$ cat config.mk
export PLATFORM = sky130hd
export DESIGN_NAME = request_encoder
export DESIGN_NICKNAME = d
export VERILOG_FILES = /design/src/rtl/request_encoder.sv
export SDC_FILE = /design/constraint.sdc
export NUM_CORES = 1
export LEC_CHECK = 0
export BUFFER_PORTS_ARGS = -buffer_cell sky130_fd_sc_hd__buf_4
export CAP_MARGIN = 30
export CORE_MARGIN = 2
export CORE_UTILIZATION = 35
export DETAILED_ROUTE_END_ITERATION = 10
export HOLD_SLACK_MARGIN = 0.02
export SLEW_MARGIN = 20
export SYNTH_ARGS = -nofsm -noshare
export SYNTH_HDL_FRONTEND = slang
export SYNTH_SLANG_ARGS = --single-unit
$ cat constraint.sdc
create_clock -name clk -period 10 [get_ports clk]
set_input_delay 2 -clock clk [delete_from_list [all_inputs] [get_ports clk]]
set_output_delay 2 -clock clk [all_outputs]
set_load 0.01 [all_outputs]
$ cat src/rtl/request_encoder.sv
// Registered priority encoder: collects multi-hot request strobes into a pending store
// and hands out one binary index per valid/ready handshake, lowest index first.
module request_encoder #(
  parameter int N  = 32,
  parameter int IW = 5
) (
  input  logic          clk,
  input  logic          rst,
  input  logic [N-1:0]  req_in,
  input  logic          clear,
  input  logic          ready_in,
  output logic          valid_out,
  output logic [IW-1:0] idx_out,
  output logic [N-1:0]  pending_out,
  output logic [IW:0]   count_out,
  output logic          busy
);

  logic [N-1:0]  r_pending;
  logic          r_valid;
  logic [IW-1:0] r_idx;
  logic [IW:0]   r_count;

  logic          w_slotFree;
  logic          w_hasSel;
  logic          w_load;
  logic [IW-1:0] w_sel;
  logic [N-1:0]  w_served;
  logic [N-1:0]  w_nextPending;
  logic [IW:0]   w_nextCount;

  assign w_slotFree = !r_valid || ready_in;
  assign w_hasSel   = |r_pending;
  assign w_load     = w_slotFree && w_hasSel;

  // Scan from the top down so the lowest set index is the one left standing.
  always_comb begin
    w_sel = '0;
    for (int i = N - 1; i >= 0; i--) begin
      if (r_pending[i]) w_sel = IW'(i);
    end
  end

  always_comb begin
    w_served = '0;
    for (int i = 0; i < N; i++) begin
      w_served[i] = w_load && (w_sel == IW'(i));
    end
  end

  // A fresh strobe on the bit being served re-arms it rather than being lost.
  assign w_nextPending = (r_pending & ~w_served) | req_in;

  always_comb begin
    w_nextCount = '0;
    for (int i = 0; i < N; i++) begin
      w_nextCount = w_nextCount + (IW+1)'(w_nextPending[i]);
    end
  end

  always_ff @(posedge clk or posedge rst) begin
    if (rst) begin
      r_pending <= '0;
      r_valid   <= 1'b0;
      r_idx     <= '0;
      r_count   <= '0;
    end else if (clear) begin
      r_pending <= '0;
      r_valid   <= 1'b0;
      r_count   <= '0;
    end else begin
      r_pending <= w_nextPending;
      r_count   <= w_nextCount;
      if (w_load) begin
        r_valid <= 1'b1;
        r_idx   <= w_sel;
      end else if (w_slotFree) begin
        r_valid <= 1'b0;
      end
    end
  end

  assign valid_out   = r_valid;
  assign idx_out     = r_idx;
  assign pending_out = r_pending;
  assign count_out   = r_count;
  assign busy        = (|r_pending) || r_valid;

endmodule

# Yosys cells after proc, flatten, opt, wreduce, memory -nomap -nowiden
# Index checks and enable logic that the tools add are counted.
op_classes:
  addsub: 31
  mux: 37
  bitwise: 4
  n_eq_ne: 31
  reduce_logical: 40
ops:
  columns: ["op", "count"]
  rows:
  - ["5-bit 2-to-1 mux", 32]
  - ["6-bit by 1-bit adder with 6-bit output", 26]
  - ["5-bit equality test, second input constant", 16]
  - ["5-bit by 4-bit equality test with 1-bit output, second input constant", 8]
  - ["1-bit logical AND", 33]
  - ["32-bit AND", 1]
  - ["32-bit 2-to-1 mux", 1]
  - ["32-bit NOT", 1]
  - ["32-bit bitwise OR", 1]
  - ["32-bit OR reduction", 1]
  - ["5-bit by 3-bit equality test with 1-bit output, second input constant", 4]
  - ["5-bit by 2-bit equality test with 1-bit output, second input constant", 2]
  - ["5-bit by 1-bit adder with 6-bit output", 1]
  - ["6-bit 2-to-1 mux", 1]
  - ["4-bit by 1-bit adder with 5-bit output", 1]
  - ["5-bit by 1-bit equality test with 1-bit output, second input constant", 1]
  - ["5-bit zero test", 1]
  - ["3-bit by 1-bit adder with 4-bit output", 1]
  - ["2-bit by 1-bit adder with 3-bit output", 1]
  - ["1-bit 2-to-1 mux", 3]
  - ["3-bit nonzero test", 1]
  - ["1-bit by 1-bit adder with 2-bit output", 1]
  - ["1-bit logical OR", 2]
  - ["2-bit AND reduction", 1]
  - ["other kinds (2)", 2]
word_totals:
  word_cells: 147
  output_inout_bits: 45
  in_bits: 36
  register_bits: 44

# Logic depth before layout (Yosys ltp)
depth:
  ltp_word: 69
  depth_mapped: 24
  mapped_depth_nobuf: 22

# Worst setup path before layout
# Ideal clock, no wire load.
synth_path:
  path_kind: "input to register"
  from: "input ready_in"
  to: "register r_count[4], in the netlist count_out[4]"
  n_path_buf: 1
  arrival_time_ns: 7.207
  slack_ns: 2.661
  setup_time_ns: 0.132
  path_stages: 19
  required_time_ns: 9.868
  cell_sequence: "nor2b_1 -> clkbuf_1 -> nor3b_2 -> and2b_1 -> a31oi_1 -> fa_1 -> fa_1 -> inv_1 -> fa_1 -> inv_1 -> fa_1 -> fa_1 -> fa_1 -> ha_1 -> fa_1 -> a21o_1 -> a21oi_1 -> xor2_1 -> nor2_1"
synth_via:
  elab_chain_cells: 38
  word_cells_on_any_way: 69
  classes_between: "31 x add/sub; 1 x mux; 3 x bitwise; 34 x reduce/logical"
synth_lines:
  columns: ["element", "line", "source"]
  rows:
  - ["start: declaration", "11", "input logic ready_in,"]
  - ["1-bit logical OR *", "32", "assign w_slotFree = !r_valid || ready_in;"]
  - ["1-bit logical AND *", "34", "assign w_load = w_slotFree && w_hasSel;"]
  - ["1-bit logical AND", "47", "w_served[i] = w_load && (w_sel == IW'(i));"]
  - ["32-bit NOT *", "52", "assign w_nextPending = (r_pending & ~w_served) | req_in;"]
  - ["32-bit AND *", "52", null]
  - ["32-bit bitwise OR *", "52", null]
  - ["1-bit by 1-bit adder with 2-bit output", "57", "w_nextCount = w_nextCount + (IW+1)'(w_nextPending[i]);"]
  - ["2-bit by 1-bit adder with 3-bit output", "57", null]
  - ["3-bit by 1-bit adder with 4-bit output", "57", null]
  - ["4-bit by 1-bit adder with 5-bit output", "57", null]
  - ["5-bit by 1-bit adder with 6-bit output", "57", null]
  - ["6-bit by 1-bit adder with 6-bit output (25 in series)", "57", null]
  - ["6-bit by 1-bit adder with 6-bit output *", "57", null]
  - ["6-bit 2-to-1 mux *", "67", "end else if (clear) begin"]
  - ["end signal: assignment", "73", "r_count <= w_nextCount;"]
  - ["end: declaration", "22", "logic [IW:0] r_count;"]
# Mark *: on every way between the ends. The rest lies on a longest branch, timed or not.
# A chain may end at the register's enable or synchronous reset.

# Worst setup path in the final report
# Same ends and word-level chain as after synthesis.

==> out/results.tsv <==
metric	value	unit
status	finished clean	
slew_viol_final	0	
area_growth	24.5	%
yosys_warnings	0	
viasPerCell	5.47	
syn_nets	411	
intPower	0.547	mW
synth_seq_cells	44	
die_y	101	um
seq_area	0.00110	sq mm
grt_usage	19.2	%
worst_pin_slew	744	ps
cts_sinks	44	
maxCapViolCount	0	
final_cell_mix	buf_4 (83), nor2_1 (55), dfrtp_1 (44)	
grt-ovfl-total	0	
cts_made_buffers	5	
syn_area	0.00330	sq mm
clkPwrFrac	12.4	%
drtAntennaViolNets	0	
hold_viol	0	
grt_max_degree	45	
drt_wl_total	9.46	mm
synth_fa_ha_area_share	17.2	%
peakVddDrop	0.000196	V
worstSkewPairLatency	300	ps
die_w	101	um
row_count	35	
p_sw	0.401	mW
seqPwrFrac	24.1	%
synthCells	344	
slew_headroom	50.4	%
synth_edf_count	0	
cts_root_buffer	clkbuf_8	
ctsHoldBuffers	0	
multi_input_area	0.00200	sq mm
synth_compound_area_share	22.3	%
min_period	7450	ps
rsz0062_at_grt	false	
drt-wirelength-per-cell	17.6	um
p_sw_share	42.3	%
grt_pass1_wl	15.0	mm
ctsLongestPathBuffers	2	
layout-drive-gt1-share	26.5	%
dp_hpwl	7.37	mm
synth_ff_type	dfrtp_1	
clk_pin_slew_worst_paths	90	ps
critPathLaunchType	input pin	
vias	2941	
antenna_found_initial	0	
path_max_fanout	7	
yosys.area_share.simple	19.7	%
synth_xor_xnor_area_share	0.797	%
combPwrFrac	63.5	%
fin_area	0.00411	sq mm
p_per_area	231	mW/mm^2
synth_top_family_by_area	compound AO/OA/AOI/OAI gates	
cts_setup_buffers	0	
start_util	35.9	%
min_period_over_period	74.5	%
nFillCells	920	
grt_pass1_vias	2744	
layout_commonest_cell	buf_4	
p_leak	1.87	nW
drcViolationCount	0	
cts_resized	0	
worstPathRequired	10180	ps
htreeDepth	2	
gp_congestion	0.871	
drt_iter0_drc	155	
hp-class	flip-flop to flip-flop	
finalSetupViolations	0	
firstDrtPassIters	4	
seq_area_frac_synth	33.4	%
port_buffers	80	
timing.setup.tns	0	ps
dieArea	0.0102	sq mm
top_level_ports	81	
cts_tree	done	
crit_type	input pin to flip-flop	
finalNetCount	493	
fin_total_pwr	0.948	mW
muxShareOfSynthArea	0.683	%
cp.arrival	7630	ps
coreArea	0.00920	sq mm
critPathCaptureType	flip-flop	
diodes	0	
fmax	134	MHz
syn_area_per_cell	9.59	sq um
synth_cell_types	57	
dpl_cell_area	0.00402	sq mm
async_flop_share	100	%
finClkSkew	12.6	ps
## cells in the mapped netlist, types with 4 or more instances
cell	count	share of area (%)
nor2b_1	5	0.95
nor4_1	5	0.95
inv_1	39	4.4
dfrtp_1	44	33
nand2_1	11	1.3
nor4_2	5	1.9
a211oi_1	15	3.4
nand2b_1	5	0.95
nor3_1	4	0.61
ha_1	7	2.7
or2_2	6	1.1
a31oi_1	9	1.7
a311oi_1	10	2.7
nor2_1	55	6.3
a21o_1	6	1.4
or3_1	4	0.76
clkbuf_1	4	0.46
fa_1	24	15
a21oi_1	25	3.8
## final timing paths
| path | startpoint | to | slack, ps | cells past startpoint |
|---|---|---|---|---|
| max | ready_in | count_out[4] | 2550 | 20 |
| min | idx_out[2] | idx_out[2] | 490 | 1 |
| max reg2reg | pending_out[30] | count_out[4] | 3100 | 20 |
| min reg2reg | idx_out[2] | idx_out[2] | 490 | 1 |
| max in group asynchronous | rst | pending_out[17] | 7750 | 3 |
| min in group asynchronous | rst | count_out[0] | 1850 | 3 |
## routing by layer
| layer | global-route usage [%] | vias to the layer above | routed length, um | part of all wire, % |
|---|---|---|---|---|
| met5 | 0 | - | 0 | 0 |
| met4 | 5.93 | 0 | 118 | 1.2 |
| met3 | 2.70 | 8 | 457 | 4.8 |
| met2 | 30.5 | 84 | 4650 | 49 |
| met1 | 27.3 | 1442 | 4240 | 45 |
| li1 | - | 1407 | - | - |
## cell families after synthesis
kind of cell             Yosys count
flip-flops                        44
XOR/XNOR                           3
AO/OA/AOI/OAI                    100
AND/OR/NAND/NOR                  116
multiplexers                       2
buffers and inverters             48
adder cells (fa/ha/maj)           31
## critical path, cell delays in order
cell,delay [ps]
buf_4,110
nor2b_1,360
buf_4,270
nor3b_2,70
and2b_1,240
a31oi_1,260
fa_1,480
fa_1,540
inv_1,60
fa_1,520
inv_1,60
fa_1,480
fa_1,540
fa_1,430
ha_1,240
fa_1,410
a21o_1,190
a21oi_1,170
xor2_1,160
nor2_1,50
## sequential cells by signal, summed over array words and instances (netlist names)
signal / cells
count_out: 6
idx_out: 5
pending_out: 32
valid_out: 1
## metrics by stage
step	worst slack [ps]	hold WS [ps]	cells	utilization [%]
4_1_cts	2540	490	538	44.7
2_1_floorplan	2660	518	344	-
5_1_grt	2240	507	538	44.7
6_report	2550	490	538	44.7
3_5_place_dp	2220	472	530	43.7
3_3_place_gp	2060	467	529	43.6
## area by class of cell
type	instances	area share, %
Clock buffer	8	2.19
Multi-Input combinational cell	252	48.8
Tap cell	111	3.38
Sequential cell	44	26.8
Inverter	40	3.66
Timing Repair Buffer	83	15.2
## power by group through the flow
| stage | logic (mW) | clock network, mW | registers [mW] |
|---|---|---|---|
| after floorplan | 0.463 | 0 | 0.236 |
| after global placement | 0.604 | 0 | 0.232 |
| after detailed placement | 0.612 | 0 | 0.232 |
| after CTS | 0.613 | 0.124 | 0.229 |
| after global routing | 0.699 | 0.128 | 0.232 |
| final | 0.602 | 0.118 | 0.228 |
(Power assumes the default switching activity.)
